`src/rtl/ram512_stream_port.sv`:
```
// Burst sequencer in front of the 512-word RAM: a start command becomes a run of
// RAM writes fed by a valid/ready input stream, or RAM reads drained to an output stream.
module ram512_stream_port #(
   parameter int ADDR_W = 9,
   parameter int DATA_W = 16
) (
   input  logic              clk,
   input  logic              reset,
   input  logic              start,
   input  logic              mode,
   input  logic [ADDR_W-1:0] base,
   input  logic [ADDR_W:0]   count,
   output logic              busy,
   output logic              done,
   input  logic              s_valid,
   input  logic [DATA_W-1:0] s_data,
   output logic              s_ready,
   output logic              m_valid,
   output logic [DATA_W-1:0] m_data,
   input  logic              m_ready,
   output logic              ram_load,
   output logic [ADDR_W-1:0] ram_address,
   output logic [DATA_W-1:0] ram_in,
   input  logic [DATA_W-1:0] ram_out
);

   typedef enum logic [1:0] {
      IDLE  = 2'd0,
      WRITE = 2'd1,
      READ  = 2'd2,
      DONE  = 2'd3
   } state_t;

   state_t            state;
   logic [ADDR_W-1:0] ptr;
   logic [ADDR_W:0]   remaining;
   logic              beat;

   // The burst direction lives in the state itself, so no separate mode register is kept.
   assign beat = ((state == WRITE) && s_valid) || ((state == READ) && m_ready);

   always_ff @(posedge clk) begin
      if (reset) begin
         state     <= IDLE;
         ptr       <= '0;
         remaining <= '0;
      end else begin
         case (state)
            IDLE: begin
               if (start) begin
                  ptr       <= base;
                  remaining <= count;
                  if (count == '0)
                     state <= DONE;
                  else if (mode)
                     state <= READ;
                  else
                     state <= WRITE;
               end
            end
            WRITE, READ: begin
               if (beat) begin
                  ptr       <= ptr + 1'b1;
                  remaining <= remaining - 1'b1;
                  if (remaining == {{ADDR_W{1'b0}}, 1'b1})
                     state <= DONE;
               end
            end
            DONE: begin
               state <= IDLE;
            end
            default: begin
               state <= IDLE;
            end
         endcase
      end
   end

   // Handshake and status outputs are decoded from the state register and held low during reset.
   assign busy     = !reset && (state != IDLE);
   assign done     = !reset && (state == DONE);
   assign s_ready  = !reset && (state == WRITE);
   assign m_valid  = !reset && (state == READ);
   assign ram_load = !reset && (state == WRITE) && s_valid;

   assign ram_address = ptr;
   assign ram_in      = (state == WRITE) ? s_data : '0;
   assign m_data      = ram_out;

endmodule

```
`config.mk`:
```
export PLATFORM = sky130hd
export DESIGN_NAME = ram512_stream_port
export DESIGN_NICKNAME = d
export VERILOG_FILES = /design/src/rtl/ram512_stream_port.sv
export SDC_FILE = /design/constraint.sdc
export NUM_CORES = 1
export LEC_CHECK = 0
export CORE_ASPECT_RATIO = 1.25
export CORE_UTILIZATION = 39
export CTS_BUF_LIST = sky130_fd_sc_hd__clkbuf_2 sky130_fd_sc_hd__clkbuf_4 sky130_fd_sc_hd__clkbuf_8
export DETAILED_ROUTE_END_ITERATION = 12
export HOLD_SLACK_MARGIN = 0.12
export PLACE_DENSITY = 0.84
export REMOVE_ABC_BUFFERS = 1
export SKIP_CTS_REPAIR_TIMING = 1
export SLEW_MARGIN = 40
export SYNTH_ARGS = -nofsm -noshare
export SYNTH_HDL_FRONTEND = slang
export SYNTH_SLANG_ARGS = --single-unit
```
`constraint.sdc`:
```
create_clock -name clk -period 2.4 [get_ports clk]
set_input_delay 0.72 -clock clk [delete_from_list [all_inputs] [get_ports clk]]
set_output_delay 0.72 -clock clk [all_outputs]
set_load 0.03 [all_outputs]
```
==> impl_metrics.csv <==
group,metric,value,unit
timing,fin_crit_sh,98.61,%
drt,first_pass_iters,5,
critical_path,cpLargestDelayFamily,"buffers and inverters",
placement,placedCellCount,331,
timing,finClkSkew,0.005682,ns
synth,ys_seq_area_share,24.85,%
global_routing,antenna_found_initial,0,
final_layout,diodes,0,
final_layout,drive_above_1_share,16.49,%
power,p_leak,0.9578,nW
final_layout,postLayoutCellArea,0.002390,mm²
global_routing,grt_pass1_wl,7238,µm
critical_path,crit_required,1.68,ns
final_layout,syn_to_final_growth,41.27,%
floorplanning,die-height,75.64,µm
clocking,cts_buffers,3,
timing,final_hold_viol_count,0,
synth,synth.avg_cell_area,7.620,µm²
critical_path,crit_buf_inv,3,
clocking,cts_htree_levels,1,
drt,avgRoutedWirePerCell,14.53,µm
critical_path,cp-start-kind,"input port",
critical_path,crit_chain,"clkdlybuf4s50_1 -> buf_4 -> nor2_1 -> buf_4",
timing,finalSetupViolations,0,
synth,ys.flop_type,"dfxtp_1",
final_layout,final_cells,335,
floorplanning,fp.coreArea,0.004131,mm²
drt,drc,0,
floorplanning,rows,26,
synth,yosysTopAreaCell,"dfxtp_1",
final_layout,final_nets,345,
global_routing,track_usage,20.88,%
synth,synth_area_leaders,"dfxtp_1, buf_4, and2_1",
floorplanning,initial_utilization,40.94,%
hold_path,min_path_type,"register to register",
synth,synth.distinct_cells,42,
placement,place_ws,-0.03840,ns
floorplanning,die_x,60.91,µm
final_layout,num-fill-cells,382,
critical_path,cpMostUsedCell,"buf_4",
synth,synth-edff-count,0,
critical_path,cpMaxStageDelayCell,"clkdlybuf4s50_1",
clocking,cts_tree,"done",
power,p_per_area,1136,mW/mm²
critical_path,worstSetupPathType,"input port to primary output",
timing,worst_pin_slew,0.7492,ns
timing,setup_ws,0.03337,ns
synth,synth_cells,222,
synth,synth_commonest_cells,"a21oi_1, dfxtp_1, and2_1",
clocking,insertion_delay,0.26,ns
synth,syn_area,0.001692,mm²
placement,dp_hpwl,3753,µm
timing,rsz0062_at_grt,"true",
flow_run,cap_violations,0,
drt,drtIter0Drc,63,
drt,num_vias,1827,
synth,synth_top_area_share,24.85,%
placement,io_buffer_count,70,
synth,yosysWarnings,0,
critical_path,cpPeakStageDelay,0.49,ns
clocking,clockBufferDepth,2,
critical_path,critical_path.max_fanout,11,
timing,slew_viol_final,0,
timing,fmax,0.4225,GHz
global_routing,grt_pass1_vias,1626,
critical_path,crit_path_end_kind,"primary output",
drt,via_per_inst,5.454,
global_routing,grt_max_degree,21,
timing,relSlewSlack,49.95,%
clocking,clock_sinks,21,
timing,fin_crit,2.367,ns
synth,async_reset_ff_share,0,%
clocking,ctsRootBufferMaster,"clkbuf_8",
synth,ys_ff_latch,21,
global_routing,gr-total-overflow,0,
drt,routed_wl,4869,µm
placement,gp_congestion,0.8135,
floorplanning,ioPinCount,103,
critical_path,arrival,1.65,ns
timing,whs,0.4906,ns
final_layout,final_util,57.84,%
placement,placed_cell_area,0.002335,mm²
drt,drtAntennaViolNets,0,
power,ir_drop,0.3953,mV
clocking,clk_transition_reported_paths,0.08,ns
floorplanning,die_area,0.004607,mm²
outcome,status,"completed",
synth,yosysMostFrequentCell,"a21oi_1",
==> stage by stage <==
stage	total power (W)	setup TNS, ns
2_1_floorplan	0.001791	0
6_report	0.002716	0
5_1_grt	0.002932	-0.002708
3_3_place_gp	0.002430	0
3_5_place_dp	0.002462	-0.04303
4_1_cts	0.002712	-0.03840
==> sequential cells by signal, summed over array words and instances, names as in the netlist <==
signal       cells
ram_address      9
remaining       10
state            2
==> report_power, final <==
group	internal [W]	switching (W)
clock	0.000130	0.000117
sequential	0.000495	0.000166
combinational	0.000784	0.00102
total	0.00141	0.00131
==> metal layers <==
metal  vias up  wire length (µm)  track usage, %  part of all wire [%]
li1        891                 -               -                     -
met1       830              1871           23.20                    38
met2       102              2424           38.10                    50
met3         4               545           6.621                    11
met4         0                29           4.545                  0.60
met5         -                 0           3.571                     0
==> logic make-up (layout without fill, tap and decap cells) <==
kind of cell | after synthesis | after routing | synth area share [%]
adder cells (fa/ha/maj) | 8 | 8 | 5.917
AND/OR/NAND/NOR | 87 | 87 | 30.84
flip-flops | 21 | 21 | 24.85
buffers and inverters | 39 | 96 | 12.50
AO/OA/AOI/OAI | 64 | 64 | 24.04
multiplexers | 3 | 3 | 1.849
==> worst paths after layout <==
| check | start | end | slack (ns) | cells after the start |
|---|---|---|---|---|
| setup / recovery | reset | busy | 0.03 | 4 |
| hold / removal | remaining[9] | remaining[9] | 0.49 | 2 |
| setup reg to reg | state[1] | state[0] | 0.43 | 8 |
| hold reg to reg | remaining[9] | remaining[9] | 0.49 | 2 |
==> worst reg2reg max path, stage by stage, from the launching register on <==
cell      delay [ns]
dfxtp_1         0.36
inv_1           0.10
ha_1            0.25
buf_4           0.18
a22oi_1         0.30
and2_1          0.23
o32ai_1         0.10
buf_4           0.15
a221oi_2        0.22
==> area by class of cell <==
class / count / area [µm²] / area share [%]
repair buffers: 81 / 747.0 / 31.26
well taps: 56 / 70.07 / 2.932
clock buffers: 4 / 48.80 / 2.042
inverters: 11 / 41.29 / 1.728
flip-flops and latches: 21 / 420.4 / 17.59
multi-input cells: 162 / 1062 / 44.45
==> cells in the final DEF (no fill, tap or decap), types with 3 or more instances in the layout <==
| master | synthesis | routed |
|---|---|---|
| clkdlybuf4s50_1 | 0 | 49 |
| a211oi_1 | 4 | 4 |
| nand4_1 | 4 | 4 |
| a21o_1 | 3 | 3 |
| nor2_1 | 11 | 11 |
| dfxtp_1 | 21 | 21 |
| and3_1 | 3 | 3 |
| clkbuf_8 | 0 | 3 |
| and2_1 | 19 | 19 |
| nor3_1 | 4 | 4 |
| inv_1 | 11 | 11 |
| a21oi_1 | 23 | 23 |
| nand2b_1 | 3 | 3 |
| and4_1 | 4 | 4 |
| nor2b_1 | 10 | 9 |
| ha_1 | 8 | 8 |
| nand3_1 | 4 | 4 |
| o21ai_0 | 17 | 17 |
| nand2_1 | 13 | 13 |
| o32ai_1 | 4 | 4 |
| buf_4 | 16 | 30 |
Power figures use the tool's default switching activity.
